==> src/rtl/pwq_pkg.sv <==
// Shared types and constants for the pending write queue.
//   pending_write_t : one committed store {addr, data, size}
//   SIZE_B/H/W/D    : one-hot byte-count encodings for 1/2/4/8-byte stores
//   pwq_state_e     : queue mode, RUN (accepting stores) or DRAIN (ecall waiting)
//   normalise_size  : maps any non-one-hot size to an 8-byte write
//   size_bytes      : byte count of a normalised size
package pwq_pkg;

    localparam int PWQ_ADDR_WIDTH = 64;
    localparam int PWQ_DATA_WIDTH = 64;
    localparam int PWQ_SIZE_WIDTH = 4;

    localparam logic [PWQ_SIZE_WIDTH-1:0] SIZE_B = 4'b0001;
    localparam logic [PWQ_SIZE_WIDTH-1:0] SIZE_H = 4'b0010;
    localparam logic [PWQ_SIZE_WIDTH-1:0] SIZE_W = 4'b0100;
    localparam logic [PWQ_SIZE_WIDTH-1:0] SIZE_D = 4'b1000;

    typedef struct packed {
        logic [PWQ_ADDR_WIDTH-1:0] addr;
        logic [PWQ_DATA_WIDTH-1:0] data;
        logic [PWQ_SIZE_WIDTH-1:0] size;
    } pending_write_t;

    typedef enum logic {
        PWQ_RUN,
        PWQ_DRAIN
    } pwq_state_e;

    function automatic logic [PWQ_SIZE_WIDTH-1:0] normalise_size(
        input logic [PWQ_SIZE_WIDTH-1:0] size
    );
        case (size)
            SIZE_B, SIZE_H, SIZE_W, SIZE_D: return size;
            default:                        return SIZE_D;
        endcase
    endfunction

    function automatic logic [PWQ_ADDR_WIDTH-1:0] size_bytes(
        input logic [PWQ_SIZE_WIDTH-1:0] size
    );
        case (size)
            SIZE_B:  return 64'd1;
            SIZE_H:  return 64'd2;
            SIZE_W:  return 64'd4;
            default: return 64'd8;
        endcase
    endfunction

endpackage

==> src/rtl/pwq_fwd_match.sv <==
// Store-to-load forwarding search over the live queue entries.
// Only instantiated when PWQ_FWD_EN is defined.
//   entries/rd_ptr/count : queue storage and its live window
//   ld_valid/ld_addr     : load probing the 8-byte block containing ld_addr
//   hit/data             : youngest overlapping store is an aligned 8-byte store
//   conflict             : youngest overlapping store only covers part of the block
module pwq_fwd_match
    import pwq_pkg::*;
#(
    parameter int DEPTH = 8
) (
    input  pending_write_t              entries [DEPTH],
    input  logic [$clog2(DEPTH)-1:0]    rd_ptr,
    input  logic [$clog2(DEPTH):0]      count,
    input  logic                        ld_valid,
    input  logic [PWQ_ADDR_WIDTH-1:0]   ld_addr,
    output logic                        hit,
    output logic [PWQ_DATA_WIDTH-1:0]   data,
    output logic                        conflict
);

    localparam int PTR_W = $clog2(DEPTH);

    // The load always covers its whole aligned block, so its offset is irrelevant.
    logic unused_ld_offset;
    assign unused_ld_offset = ^ld_addr[2:0];

    // Walk oldest to youngest so a younger overlapping store overrides older ones.
    always_comb begin
        pending_write_t            e;
        logic [PTR_W-1:0]          idx;
        logic [PWQ_ADDR_WIDTH-1:0] last_blk;
        logic [PWQ_ADDR_WIDTH-1:0] ld_blk;
        logic                      exact;
        // NOTE: every variable gets a default first so no path leaves it unassigned (no latch).
        hit      = 1'b0;
        conflict = 1'b0;
        data     = '0;
        e        = '0;
        idx      = '0;
        last_blk = '0;
        exact    = 1'b0;
        ld_blk   = {3'b000, ld_addr[PWQ_ADDR_WIDTH-1:3]};
        for (int k = 0; k < DEPTH; k++) begin
            idx = rd_ptr + PTR_W'(k);
            e   = entries[idx];
            // A misaligned store may spill into the next block; test both ends.
            last_blk = (e.addr + size_bytes(e.size) - 64'd1) >> 3;
            if (ld_valid && (k < int'(count)) &&
                ((e.addr[PWQ_ADDR_WIDTH-1:3] == ld_addr[PWQ_ADDR_WIDTH-1:3]) ||
                 (last_blk == ld_blk))) begin
                exact    = (e.size == SIZE_D) && (e.addr[2:0] == 3'b000);
                hit      = exact;
                conflict = !exact;
                data     = exact ? e.data : '0;
            end
        end
    end

endmodule

==> src/rtl/pending_write_queue.sv <==
// Store-commit FIFO between the memory stage and writeback.
// Optional feature macro: PWQ_FWD_EN (adds the load forwarding probe ports).
//   in_push_*                 : committed store offered by the memory stage
//   out_push_ready            : store accepted on a valid && ready edge
//   in_stall_from_icache/dcache : suppress the head pop while either is high
//   in_drain_req              : ecall pending; block pushes and report drained
//   out_*_pending_write       : head entry that writeback performs this edge
//   out_count                 : occupancy
//   out_drained               : in drain mode with nothing left to write
//   in_ld_* / out_ld_*        : (PWQ_FWD_EN) forwarding probe for a load
module pending_write_queue
    import pwq_pkg::*;
#(
    parameter int DEPTH = 8
) (
    input  logic                        clk,
    input  logic                        reset_n,
    input  logic                        in_push_valid,
    input  logic [PWQ_ADDR_WIDTH-1:0]   in_push_addr,
    input  logic [PWQ_DATA_WIDTH-1:0]   in_push_data,
    input  logic [PWQ_SIZE_WIDTH-1:0]   in_push_size,
    output logic                        out_push_ready,
    input  logic                        in_stall_from_icache,
    input  logic                        in_stall_from_dcache,
    input  logic                        in_drain_req,
    output logic                        out_do_pending_write,
    output logic [PWQ_ADDR_WIDTH-1:0]   out_address_pending_write,
    output logic [PWQ_DATA_WIDTH-1:0]   out_data_pending_write,
    output logic [PWQ_SIZE_WIDTH-1:0]   out_size_pending_write,
    output logic [$clog2(DEPTH):0]      out_count,
    output logic                        out_drained
`ifdef PWQ_FWD_EN
    ,
    input  logic                        in_ld_valid,
    input  logic [PWQ_ADDR_WIDTH-1:0]   in_ld_addr,
    output logic                        out_ld_hit,
    output logic [PWQ_DATA_WIDTH-1:0]   out_ld_data,
    output logic                        out_ld_conflict
`endif
);

    localparam int                PTR_W      = $clog2(DEPTH);
    localparam logic [PTR_W:0]    FULL_COUNT = (PTR_W + 1)'(DEPTH);

    pending_write_t   mem_q [DEPTH];
    pending_write_t   mem_d [DEPTH];
    logic [PTR_W-1:0] rd_ptr_q, rd_ptr_d;
    logic [PTR_W-1:0] wr_ptr_q, wr_ptr_d;
    logic [PTR_W:0]   count_q, count_d;
    pwq_state_e       state_q, state_d;
    logic             push, pop;

    // ---------------- FSM: state register ----------------
    // NOTE: sequential state uses non-blocking assignments so every flop samples pre-edge values.
    always_ff @(posedge clk) begin
        if (!reset_n) state_q <= PWQ_RUN;
        else          state_q <= state_d;
    end

    // ---------------- FSM: next state ----------------
    always_comb begin
        state_d = state_q;
        case (state_q)
            PWQ_RUN:   if (in_drain_req)  state_d = PWQ_DRAIN;
            PWQ_DRAIN: if (!in_drain_req) state_d = PWQ_RUN;
            default:                      state_d = PWQ_RUN;
        endcase
    end

    // ---------------- FSM: outputs ----------------
    // Ready looks only at registered state: a full queue popping this edge is still not ready.
    always_comb begin
        out_push_ready = (count_q != FULL_COUNT) && (state_q == PWQ_RUN);
        out_drained    = (state_q == PWQ_DRAIN) && (count_q == '0);
    end

    // ---------------- Head presentation ----------------
    // Stale slots are masked so an empty queue presents all-zero head fields.
    always_comb begin
        out_do_pending_write      = (count_q != '0);
        out_address_pending_write = out_do_pending_write ? mem_q[rd_ptr_q].addr : '0;
        out_data_pending_write    = out_do_pending_write ? mem_q[rd_ptr_q].data : '0;
        out_size_pending_write    = out_do_pending_write ? mem_q[rd_ptr_q].size : '0;
        out_count                 = count_q;
    end

    assign push = in_push_valid && out_push_ready;
    assign pop  = out_do_pending_write && !in_stall_from_icache && !in_stall_from_dcache;

    // ---------------- Queue next state ----------------
    always_comb begin
        mem_d    = mem_q;
        rd_ptr_d = rd_ptr_q;
        wr_ptr_d = wr_ptr_q;
        count_d  = count_q;
        if (push) begin
            mem_d[wr_ptr_q].addr = in_push_addr;
            mem_d[wr_ptr_q].data = in_push_data;
            mem_d[wr_ptr_q].size = normalise_size(in_push_size);
            wr_ptr_d             = wr_ptr_q + 1'b1;
        end
        if (pop) rd_ptr_d = rd_ptr_q + 1'b1;
        case ({push, pop})
            2'b10:   count_d = count_q + 1'b1;
            2'b01:   count_d = count_q - 1'b1;
            default: count_d = count_q;
        endcase
    end

    always_ff @(posedge clk) begin
        if (!reset_n) begin
            rd_ptr_q <= '0;
            wr_ptr_q <= '0;
            count_q  <= '0;
        end else begin
            rd_ptr_q <= rd_ptr_d;
            wr_ptr_q <= wr_ptr_d;
            count_q  <= count_d;
        end
    end

    // NOTE: storage is not reset; count/pointers define which slots are live.
    always_ff @(posedge clk) begin
        mem_q <= mem_d;
    end

`ifdef PWQ_FWD_EN
    pwq_fwd_match #(.DEPTH(DEPTH)) u_fwd_match (
        .entries  (mem_q),
        .rd_ptr   (rd_ptr_q),
        .count    (count_q),
        .ld_valid (in_ld_valid),
        .ld_addr  (in_ld_addr),
        .hit      (out_ld_hit),
        .data     (out_ld_data),
        .conflict (out_ld_conflict)
    );
`endif

endmodule
==> config.mk <==
export PLATFORM = sky130hd
export DESIGN_NAME = pending_write_queue
export DESIGN_NICKNAME = d
export VERILOG_FILES = /design/src/rtl/pwq_pkg.sv /design/src/rtl/pwq_fwd_match.sv /design/src/rtl/pending_write_queue.sv
export SDC_FILE = /design/constraint.sdc
export NUM_CORES = 1
export LEC_CHECK = 0
export CAP_MARGIN = 40
export CORE_AREA = 8 8 323 263
export CTS_BUF_LIST = sky130_fd_sc_hd__clkbuf_8
export DETAILED_ROUTE_END_ITERATION = 8
export DIE_AREA = 0 0 331 271
export DONT_BUFFER_PORTS = 1
export PLACE_DENSITY = 0.81
export SYNTH_ARGS = -nofsm -noshare
export SYNTH_HDL_FRONTEND = slang
export SYNTH_SLANG_ARGS = --single-unit
==> constraint.sdc <==
create_clock -name clk -period 7.3 [get_ports clk]
set_input_delay 1.095 -clock clk [delete_from_list [all_inputs] [get_ports clk]]
set_output_delay 1.095 -clock clk [all_outputs]
set_load 0.01 [all_outputs]
# Yosys cells after proc, flatten, opt, wreduce, memory -nomap -nowiden
# Cells that the tools add are included.
[word_totals]
out_inout_bits = 139
n_memories = 0
word_cells = 76
latch_bits = 0
romBits = 0
ramBits = 0
input_bits = 138
reg_bits = 1067
[classes]
shift = 0
n_lt_le_gt_ge = 3
eq_ne = 7
muxes = 19
n_mul = 0
n_div = 0
reduce_logical = 12
n_bitwise = 3
addsub = 4
[op_table]
columns = ["operator", "count"]
rows = [
  ["bitwise mux 1056 bit", 3],
  ["demux 132 bit (select 3 bit)", 3],
  ["binary-select mux 132 bit (select 3 bit)", 1],
  ["two-way mux 132 bit", 3],
  ["two-way mux 64 bit", 2],
  ["two-way mux 68 bit", 1],
  ["two-way mux 4 bit", 4],
  ["greater-or-equal comparator 4 bit (second input constant)", 2],
  ["NOT 3 -> 4 bit", 2],
  ["one-hot mux 4 bit (2 select lines)", 1],
  ["adder 3 x 1 -> 3 bit (second input constant)", 2],
  ["logical AND 1 bit", 6],
  ["adder 4 x 1 -> 4 bit (second input constant)", 1],
  ["equality test 4 x 1 -> 1 bit (second input constant)", 1],
  ["equality test 4 x 2 -> 1 bit (second input constant)", 1],
  ["equality test 4 x 3 -> 1 bit (second input constant)", 1],
  ["equality test 4 bit (second input constant)", 1],
  ["logical NOT 4 bit", 1],
  ["less-than comparator 4 x 1 -> 1 bit (second input constant)", 1],
  ["inequality test 4 bit (second input constant)", 1],
  ["nonzero test 4 bit", 1],
  ["OR reduction 4 bit", 1],
  ["subtractor 4 x 1 -> 4 bit (second input constant)", 1],
  ["equality test 2 x 1 -> 1 bit (second input constant)", 1],
  ["5 further kinds", 6],
]

# Longest topological paths before layout
# Gate-level depths: netlist of run 1.
[logic_depth]
word_depth = 8
ltp_mapped = 11

# Least setup slack after synthesis of run 1
# Ideal clock, no wire load.
[synth_path]
kind = "input to register"
from = "input in_push_valid"
to = "register mem_q[528] (netlist name) (enable)"
arrival_ps = 7251
n_path_buf = 1
slack_ps = -576
stages = 3
cell_sequence = "or3b_2 > buf_4 > nor2_1"
[synth_between]
elab_chain_len = 1
[synth_lines]
columns = ["item", "line", "rtl"]
rows = [
  ["from (decl)", "pending_write_queue.sv:18", "input logic in_push_valid,"],
  ["logical AND 1 bit", "pending_write_queue.sv:87", "assign push = in_push_valid && out_push_ready;"],
  ["to (signal assigned)", "pending_write_queue.sv:124", "mem_q <= mem_d;"],
  ["to (decl)", "pending_write_queue.sv:45", "pending_write_t mem_q [DEPTH];"],
]
# No other way between the ends.
# A chain may end at the register's enable or synchronous reset.

# Worst setup path in the final report of run 1
[layout_path]
from = "register rd_ptr_q[0]"
to = "output out_address_pending_write[2]"
[layout_between]
elab_chain_len = 5
[layout_lines]
columns = ["item", "line", "rtl"]
rows = [
  ["from (decl)", "pending_write_queue.sv:47", "logic [PTR_W-1:0] rd_ptr_q, rd_ptr_d;"],
  ["from (signal assigned)", "pending_write_queue.sv:116", "rd_ptr_q <= rd_ptr_d;"],
  ["NOT 3 -> 4 bit (implied by the code)", "pending_write_queue.sv:81", "out_address_pending_write = out_do_pending_write ? mem_q[rd_ptr_q].addr : '0;"],
  ["binary-select mux 132 bit (select 3 bit)", "pending_write_queue.sv:81", ""],
  ["two-way mux 132 bit (2 in series)", "n/a", ""],
  ["two-way mux 64 bit", "pending_write_queue.sv:81", ""],
  ["to (decl)", "pending_write_queue.sv:27", "output logic [PWQ_ADDR_WIDTH-1:0] out_address_pending_write,"],
]
# No other way between the ends. The select of a mux whose other input is x is not followed.

==> metrics.cfg, run 1 <==
[outcome]
status = finished clean

[clock_tree]
post-cts-setup-buffers = 0
clkTransAtPathRegs_ns = 0.06
cts_repair_resize_count = 0
cts_buffers = 159
clkSinkCount = 1067
cts_root_buf = clkbuf_8
clk_path_buf_depth = 3
clk-insertion-delay-late_ns = 0.78
ctsHoldBuffers = 0
cts_max_level = 4
cts_tree = yes

[floorplanning]
std_cell_rows = 93
start_util_pct = 51.5
die_y_um = 271
core_area_um2 = 79600
die_w_um = 331
io_pins = 277
dieArea_um2 = 89700

[detailed_routing]
first_pass_iters = 4
ant_nets = 0
wirelength_um = 83400
drcViolationCount = 0
vias = 18100
drt_iter0_drc = 1467
avgViaCountPerCell = 5.91
wire_per_inst_um = 27.2

[synth]
synthFlopType = edfxtp_1
synth_edf_count = 1056
syn_inst = 1799
synth.area.top_cells = edfxtp_1, mux4_2, mux2i_1
syn_area_um2 = 41000
yosysSeqAreaShare_pct = 78.0
ys_types = 32
yosysTopAreaCell = edfxtp_1
avgSynthCellArea_um2 = 22.8
ys_seq_elements = 1067
synthArstFlopShare_pct = 0
synth_nets = 1942
yosys_warnings = 0
synth_top_area_share_pct = 77.4

[global_routing]
first_global_vias = 19500
grt_first_pass_wirelength_um = 124000
antenna_found_initial = 1
grt_remaining_overflow = 0
grt_use_total_pct = 18.6
grt_max_degree = 141

[worst_setup_path]
cp-start-kind = flip-flop
max_stage_delay_ns = 0.60
crit_arrival_ns = 2.98
crit_path_cell_trace = buf_12, mux4_2, mux2i_1, nor2_1
critical_path_class = flip-flop to output pin
path_buf_inv = 1
crit_required_ns = 6.20
crit_path_top_delay_cell = buf_12
critPathMaxFanout = 91
cp_top_family = multiplexers
endpoint_kind = output pin

[placement]
port_buffers = 0
hpwlAfterDp_um = 45200
placed_cells = 2789
place.gp.congestion = 0.685

[pwr]
peakVddDrop_uv = 300
seqPwrFrac_pct = 55.1
leakagePower_nw = 13.6
p_switching_mw = 3.05
power_frac_comb_pct = 10.3
internal-power_mw = 9.53
p_clk_share_pct = 34.5
power_density_nw_per_um2 = 279
swShare_pct = 24.2

[final_layout]
seq_area_um2 = 31900
layout_common_cells = edfxtp_1, mux4_2, nor2_1
nets = 2048
fillCellCount = 5632
n_antenna_cell = 0
layout_commonest_cell = edfxtp_1
area_growth_pct = 10.3
multi_input_area_um2 = 8460
drive_gt1_share_pct = 25.3
layout.cells.non_filler = 3067

[sta]
hold_viol = 0
holdWs_ns = 0.392
worst_pin_slew_ns = 1.10
maxSlewViolCount = 0
setup-violations-final = 0
finClkSkew_ns = 0.0235
rsz0062_at_grt = false
min_period_over_period_pct = 55.8
max_freq_mhz = 246
period_minus_slack_ns = 4.07
relSlewSlack_pct = 27.0

[flow_run]
drv_cap = 0

[worst_hold_path]
min-delay-path-class = input port to flip-flop

-- sequential cells by signal, indices dropped and copies added (netlist names) --
register,count
mem_q,1056
out_count,4
rd_ptr_q,3
wr_ptr_q,3
state_q,1
-- cell usage after synthesis (all sizes together) (2+ instances only) --
cell type and n:
and2 7, buf 78, clkbuf 18, dfxtp 11
edfxtp 1056, ha 5, mux2i 135, mux4 264
nand2 6, nand3 3, nand3b 5, nor2 178
nor2b 3, nor3 2, nor4b 2, o21ai 6
or3 2, or3b 2, xnor2 3, xor2 5
-- metrics by stage --
step	TNS (ns)	power [mW]	utilization [%]	area, um2	setup WS (ns)
floorplan	-605.13	8.10	-	41000	-0.576
global placement	0	8.36	52.8	42100	3.32
detailed placement	0	8.41	53.2	42400	3.45
CTS	0	12.8	56.8	45200	3.04
global route	0	13.1	56.8	45200	2.96
finish	0	12.6	56.8	45200	3.23
-- metal layers --
metal	vias to the layer above	part of all wire [%]	global-route usage (%)
li1	7695	-	-
met1	9608	39	23.2
met2	691	49	30.4
met3	131	9.8	6.92
met4	0	1.9	5.36
met5	-	0	0
-- power groups by stage --
stage               clock network, mW  registers, mW  logic, mW
floorplan                           0           7.07       1.03
global placement                    0           7.08       1.28
detailed placement                  0           7.07       1.34
CTS                              4.48           6.94       1.34
global route                     4.72           6.95       1.40
finish                           4.34           6.94       1.30
-- final timing paths --
path | from | endpoint | slack, ns | cells after the start
max | rd_ptr_q[0] | out_address_pending_write[2] | 3.23 | 4
min | in_push_addr[52] | mem_q[780] | 0.39 | 0
max reg2reg | out_count[1] | mem_q[641] | 3.80 | 5
min reg2reg | out_count[3] | out_count[3] | 0.61 | 2
-- kinds of logic (layout without fill, tap and decap cells) --
| logic type | Yosys count | count (layout) | share of synthesized area [%] |
|---|---|---|---|
| flops | 1067 | 1067 | 78.0 |
| mux | 399 | 399 | 17.8 |
| simple gates | 214 | 214 | 2.24 |
| buf+inv | 97 | 320 | 1.53 |
| compound gates | 9 | 9 | 0.122 |
| xor+xnor | 8 | 8 | 0.171 |
| fa+ha+maj | 5 | 5 | 0.153 |
-- final cells by class --
class	instances	area share [%]
clock buffer	161	4.90
clock inverter	117	1.34
sequential	1067	70.7
timing repair buffer	41	1.44
tap	1045	2.89
multi-input combinational	635	18.7
inverter	1	0.00831
Note: power is estimated with default switching activity, not from simulation.
==> run 2: changes to the inputs <==
--- a/config.mk
+++ b/config.mk
@@ -5,11 +5,12 @@
 export SDC_FILE = /design/constraint.sdc
 export NUM_CORES = 1
 export LEC_CHECK = 0
+export ABC_AREA = 1
 export CAP_MARGIN = 40
-export CORE_AREA = 8 8 323 263
+export CORE_AREA = 8 8 328 267
 export CTS_BUF_LIST = sky130_fd_sc_hd__clkbuf_8
 export DETAILED_ROUTE_END_ITERATION = 8
-export DIE_AREA = 0 0 331 271
+export DIE_AREA = 0 0 336 275
 export DONT_BUFFER_PORTS = 1
 export PLACE_DENSITY = 0.81
 export SYNTH_ARGS = -nofsm -noshare
==> constraint.sdc (replaced) <==
create_clock -name clk -period 3.7 [get_ports clk]
set_input_delay 0.555 -clock clk [delete_from_list [all_inputs] [get_ports clk]]
set_output_delay 0.555 -clock clk [all_outputs]
set_load 0.01 [all_outputs]
==> run 2 against run 1 <==
Count of clock-buffer cells in the layout is 6 higher. Clock power is 110% higher. Combinational power grew to 5.1 times the previous value. Core utilization is 1.2 points higher. Die area is 3.0% higher. Synthesized cell count is 83% higher. Critical path type unchanged. Critical endpoint is now out_data_pending_write[47].
==> metrics.cfg, run 2 <==
[worst_setup_path]
crit_start = rd_ptr_q[0]  ; unchanged
critical_path_class = flip-flop to output pin  ; unchanged
rr_startpoint = out_count[1]  ; unchanged
cp-start-kind = flip-flop  ; unchanged
reg2reg_slack_ns = 0.86  ; was 3.80 ns
r2r-end = out_count[2]  ; was mem_q[641]
endpoint = out_data_pending_write[47]  ; was out_address_pending_write[2]
critPathMaxFanout = 88  ; was 91
worst-r2r-cell-count = 12  ; was 5
crit_arrival_ns = 2.94  ; was 2.98 ns
endpoint_kind = output pin  ; unchanged
crit_required_ns = 3.14  ; was 6.20 ns

[flow_run]
drv_cap = 0  ; unchanged

[synth]
synth_nets = 3432  ; was 1,942
synth_top_area_share_pct = 75.0  ; was 77.4%
synth_edf_count = 1056  ; unchanged
synth.area.top_cells = edfxtp_1, nor2_1, o21ai_0  ; was edfxtp_1, mux4_2, mux2i_1
yosys_warnings = 0  ; unchanged
ys_types = 27  ; was 32
syn_inst = 3289  ; was 1,799
avgSynthCellArea_um2 = 12.9  ; was 22.8 um2
ys_seq_elements = 1067  ; unchanged
yosysSeqAreaShare_pct = 75.5  ; was 78.0%
syn_area_um2 = 42300  ; was 41,000 um2
synthFlopType = edfxtp_1  ; unchanged
synth_most_common_cell = edfxtp_1  ; unchanged
yosys-top-cells-count = edfxtp_1, nor2_1, o21ai_0  ; was edfxtp_1, mux4_2, nor2_1
synthArstFlopShare_pct = 0  ; unchanged
yosysTopAreaCell = edfxtp_1  ; unchanged

[detailed_routing]
wirelength_um = 101000  ; was 83,400 um
vias = 27000  ; was 18,100
first_pass_iters = 5  ; was 4
drcViolationCount = 0  ; unchanged
drt_iter0_drc = 2912  ; was 1,467
avgViaCountPerCell = 5.76  ; was 5.91
wire_per_inst_um = 21.5  ; was 27.2 um
ant_nets = 0  ; unchanged

[global_routing]
antenna_found_initial = 12  ; was 1
first_global_vias = 26600  ; was 19,500
grt_first_pass_wirelength_um = 151000  ; was 124,000 um
grt_max_degree = 178  ; was 141
grt_remaining_overflow = 0  ; unchanged
grt_use_total_pct = 21.1  ; was 18.6%

[final_layout]
post-route-util_pct = 58.0  ; was 56.8%
regMostFlops = mem_q  ; unchanged
fillCellCount = 6057  ; was 5,632
layout_commonest_cell = edfxtp_1  ; unchanged
layout_common_cells = edfxtp_1, nor2_1, o21ai_0  ; was edfxtp_1, mux4_2, nor2_1
area_growth_pct = 13.3  ; was 10.3%
nets = 3583  ; was 2,048
largest_register_ffs = 1056  ; unchanged
design_area_um2 = 47900  ; was 45,200 um2
layout.cells.non_filler = 4684  ; was 3,067
drive_gt1_share_pct = 8.01  ; was 25.3%

[pwr]
power_mw = 29.5  ; was 12.6 mW
leakagePower_nw = 16.2  ; was 13.6 nW
power_density_nw_per_um2 = 616  ; was 279 nW/um2
peakVddDrop_uv = 520  ; was 300 uV

[floorplanning]
die_y_um = 275  ; was 271 um
start_util_pct = 51.2  ; was 51.5%
dieArea_um2 = 92400  ; was 89,700 um2
core_area_um2 = 82600  ; was 79,600 um2
die_w_um = 336  ; was 331 um
io_pins = 277  ; unchanged
std_cell_rows = 95  ; was 93

[sta]
worst_pin_slew_ns = 0.841  ; was 1.10 ns
rsz0062_at_grt = false  ; unchanged
finClkSkew_ns = 0.0541  ; was 0.0235 ns
setup-violations-final = 0  ; unchanged
min_period_over_period_pct = 94.6
period_minus_slack_ns = 3.50
holdWs_ns = 0.258  ; was 0.392 ns
hold_viol = 0  ; unchanged
max_freq_mhz = 286
maxSlewViolCount = 0  ; unchanged
relSlewSlack_pct = 43.9  ; was 27.0%

[clock_tree]
clkSinkCount = 1067  ; unchanged
cts_root_buf = clkbuf_8  ; unchanged
clk_path_buf_depth = 3  ; unchanged
cts_buffers = 161  ; was 159
clkTransAtPathRegs_ns = 0.07  ; was 0.06 ns
cts_tree = yes  ; unchanged
cts_max_level = 4  ; unchanged
clk-insertion-delay-late_ns = 0.83  ; was 0.78 ns

[placement]
hpwlAfterDp_um = 53000  ; was 45,200 um
place.gp.congestion = 0.772  ; was 0.685
placed_cells = 4255  ; was 2,789
port_buffers = 0  ; unchanged
place_area_um2 = 43500  ; was 42,400 um2

[outcome]
status = finished clean  ; unchanged

[worst_hold_path]
min-delay-path-class = input port to flip-flop  ; unchanged

run 2: worst min path at each step:
stage                  endpoint  cells past startpoint  slack [ns]             from
detailed placement  wr_ptr_q[1]                      2        0.53      wr_ptr_q[1]
floorplan           wr_ptr_q[1]                      2        0.48      wr_ptr_q[1]
global placement    wr_ptr_q[1]                      2        0.51      wr_ptr_q[1]
finish               mem_q[134]                      2        0.26  in_push_size[2]
CTS                    mem_q[2]                      2        0.17  in_push_size[2]
global route           mem_q[2]                      2        0.22  in_push_size[2]
run 2: where the power goes:
| part | leakage, nW | internal, mW | total (mW) | switching [mW] |
|---|---|---|---|---|
| combinational | 4.87 | 1.72 | 6.66 | 4.94 |
| sequential | 9.67 | 13.8 | 13.9 | 0.158 |
| clock | 1.70 | 4.48 | 8.93 | 4.44 |
| total | 16.2 | 20.0 | 29.5 | 9.54 |
run 2: cell families (layout without fill, tap and decap cells):
| logic type | after synthesis | count (layout) | synth area share, % |
|---|---|---|---|
| other | 0 | 13 | 0 |
| DFF | 1067 | 1067 | 75.5 |
| AOI/OAI and AO/OA | 809 | 809 | 10.8 |
| and+or+nand+nor | 1144 | 1144 | 10.2 |
| xor gates and xnor gates | 5 | 5 | 0.104 |
| adders and majority gates | 5 | 5 | 0.148 |
| buffers and inverters | 259 | 526 | 3.26 |
run 2: cell type report:
type	count	area, um2	share of cell area, %
timing repair inverter	1	11.3	0.0235
clock inverter	112	638	1.33
multi-input combinational	1963	9040	18.9
antenna	13	32.5	0.0679
clock buffer	167	2300	4.80
timing repair buffer	207	2390	4.99
sequential	1067	31900	66.7
tap	1115	1400	2.91
inverter	39	175	0.366
run 2: through the flow:
stage	worst slack (ns)	TNS (ns)
floorplan	-1.13	-1196.45
global placement	0.893	0
detailed placement	0.868	0
CTS	0.0418	0
global route	0.00954	0
finish	0.201	0
run 2: metal layers:
layer	part of all wire (%)	track usage, %	vias to the layer above
li1	-	-	12200
met1	39	27.1	13100
met2	48	33.9	1409
met3	9.6	5.45	233
met4	3.0	9.16	4
met5	0.025	0	-
run 2: timing repair:
item | CTS | global route
buffers inserted | 1 | 1
hold endpoints to repair | 1035 | 0
cloned | 0 | 1
hold buffers | 134 | 0
pin swaps | 0 | 0
gates resized for setup | 2 | 3
endpoints found under the setup margin | 52 | 68
run 2: worst max-delay path, stage by stage (launching register included):
cell and delay, ns:
dfxtp_4 0.47, buf_12 0.23, inv_8 0.46, nor2_1 0.08, o22ai_1 0.18, nor2_1 0.05
nor2_1 0.61
==> run 3: changes to the inputs <==
--- a/config.mk
+++ b/config.mk
@@ -13,6 +13,7 @@
 export DIE_AREA = 0 0 336 275
 export DONT_BUFFER_PORTS = 1
 export PLACE_DENSITY = 0.81
+export REMOVE_ABC_BUFFERS = 1
 export SYNTH_ARGS = -nofsm -noshare
 export SYNTH_HDL_FRONTEND = slang
 export SYNTH_SLANG_ARGS = --single-unit
==> run 3 against run 2 <==
Worst hold slack worse by 0.14 ns. Sequential power hardly changed. First-iteration DRC count fell by 0.38%. Register-to-register slack improved by 0.04 ns. Sequential cell count did not move. Cell area shrank 0.39%. Global-route usage shrank 0.25 points. Highest routed layer unchanged.
==> metrics.cfg, run 3 (synthesized netlist as in run 2, its figures left out) <==
[global_routing]
antenna_found_initial = 11  ; was 12
grt_use_met3_pct = 5.04  ; was 5.45%
grt_first_pass_wirelength_um = 150000  ; was 151,000 um
grt_max_degree = 215  ; was 178
first_global_vias = 26400  ; was 26,600
grt_use_total_pct = 20.8  ; was 21.1%
busiest_layer = met2  ; unchanged
grt_use_met2_pct = 33.5  ; was 33.9%
grt_remaining_overflow = 0  ; unchanged
grtUsageMet1_pct = 27.6  ; was 27.1%

[worst_setup_path]
crit_arrival_ns = 2.99  ; was 2.94 ns
critPathMaxFanout = 214  ; was 88
endpoint_kind = output pin  ; unchanged
critical_path_class = flip-flop to output pin  ; unchanged
cp-start-kind = flip-flop  ; unchanged
crit_required_ns = 3.14  ; about the same

[final_layout]
design_area_um2 = 47700  ; was 47,900 um2
largest_register_ffs = 1056  ; unchanged
layout_commonest_cell = edfxtp_1  ; unchanged
nets = 3568  ; was 3,583
layout.cells.non_filler = 4675  ; was 4,684
area_growth_pct = 12.9  ; was 13.3%
layout_common_cells = edfxtp_1, nor2_1, o21ai_0  ; unchanged
drive_gt1_share_pct = 7.58  ; was 8.01%
regMostFlops = mem_q  ; unchanged
post-route-util_pct = 57.8  ; was 58.0%

[detailed_routing]
ant_nets = 0  ; unchanged
wire_per_inst_um = 21.4  ; was 21.5 um
drt_iter0_drc = 2901  ; was 2,912
avgViaCountPerCell = 5.73  ; was 5.76
first_pass_iters = 7  ; was 5
vias = 26800  ; was 27,000
drcViolationCount = 0  ; unchanged
wirelength_um = 100000  ; was 101,000 um

[floorplanning]
std_cell_rows = 95  ; unchanged
io_pins = 277  ; unchanged
start_util_pct = 51.2  ; unchanged
die_y_um = 275  ; unchanged
core_area_um2 = 82600  ; unchanged
dieArea_um2 = 92400  ; unchanged
die_w_um = 336  ; unchanged

[clock_tree]
clkSinkCount = 1067  ; unchanged
clkTransAtPathRegs_ns = 0.06  ; was 0.07 ns
cts_tree = yes  ; unchanged
cts_root_buf = clkbuf_8  ; unchanged
cts_buffers = 158  ; was 161
post-cts-setup-buffers = 0  ; was 1
clk_path_buf_depth = 3  ; unchanged
cts_max_level = 4  ; unchanged
clk-insertion-delay-late_ns = 0.81  ; was 0.83 ns

[sta]
tns_ns = 0  ; unchanged
max_freq_mhz = 282  ; was 286 MHz
worst_pin_slew_ns = 0.983  ; was 0.841 ns
rsz0062_at_grt = true  ; was false
holdWs_ns = 0.117  ; was 0.258 ns
setup-violations-final = 0  ; unchanged
maxSlewViolCount = 0  ; unchanged
relSlewSlack_pct = 34.5  ; was 43.9%
finClkSkew_ns = 0.0555  ; was 0.0541 ns
hold_viol = 0  ; unchanged
min_period_over_period_pct = 95.8  ; was 94.6%
layout_setup_ws_ns = 0.157  ; was 0.201 ns
period_minus_slack_ns = 3.54  ; was 3.50 ns

[pwr]
leakagePower_nw = 16.1  ; was 16.2 nW
peakVddDrop_uv = 780  ; was 520 uV
power_mw = 29.3  ; was 29.5 mW
power_density_nw_per_um2 = 614  ; was 616 nW/um2

[outcome]
status = finished clean  ; unchanged

[placement]
hpwlAfterDp_um = 50500  ; was 53,000 um
dpl_worst_slack_ns = 0.935  ; was 0.868 ns
place.gp.congestion = 0.766  ; was 0.772
placed_cells = 4247  ; was 4,255
place_area_um2 = 43500  ; about the same
port_buffers = 0  ; unchanged

[worst_hold_path]
min-delay-path-class = input port to flip-flop  ; unchanged

[flow_run]
drv_cap = 0  ; unchanged

run 3: cell types whose count changed in the layout (fill, tap and decap cells not counted), moves of 2 or more:
| cell | previous run | this run |
|---|---|---|
| dlygate4sd3_1 | 134 | 132 |
| inv_6 | 3 | 5 |
| bufinv_16 | 4 | 2 |
| buf_4 | 31 | 24 |
| clkinv_1 | 27 | 41 |
| buf_12 | 37 | 32 |
| clkinv_8 | 3 | 0 |
| buf_16 | 1 | 4 |
| inv_1 | 93 | 89 |
run 3: final cells by class:
class | count | area, um2
well taps | 1115 | 1400
clock inverters | 117 | 563
repair buffers | 196 | 2310
clock buffers | 166 | 2280
diodes | 12 | 30.0
multi-input cells | 1963 | 9040
flip-flops and latches | 1067 | 31900
inverters | 39 | 168
fillers | 6129 | 34900
run 3: report_power, final:
part           leakage, nW  switching [mW]  internal [mW]
clock                 1.65            4.41           4.30
combinational         4.82            4.90           1.73
sequential            9.67           0.177           13.8
run 3: worst paths after layout:
check                       start                   endpoint  slack (ns)  depth (start not counted)
max                   rd_ptr_q[0]  out_size_pending_write[2]        0.16                          6
min          in_stall_from_icache                rd_ptr_q[1]        0.12                          3
max reg2reg          out_count[0]               out_count[2]        0.90                         13
min reg2reg           wr_ptr_q[1]                wr_ptr_q[1]        0.53                          2
run 3: what timing repair did:
| item | in CTS | in global routing |
|---|---|---|
| setup endpoints to repair | 0 | 39 |
| resized for setup | 0 | 8 |
| endpoints found under the hold margin | 1034 | 0 |
| hold buffers | 132 | 0 |
run 3: critical path, cell delays in order, from the launching register on:
cell and delay, ns:
dfxtp_4 0.47, inv_16 0.53, buf_4 0.41, nor2_1 0.11, o22ai_1 0.21, nor2_1 0.07
nor2_1 0.32
run 3: layer usage:
layer  up-vias  routed length (um)
met5         -                  27
met4         4                2430
met3       190                9780
met2      1331               48400
met1     13100               39400
li1      12200                   -
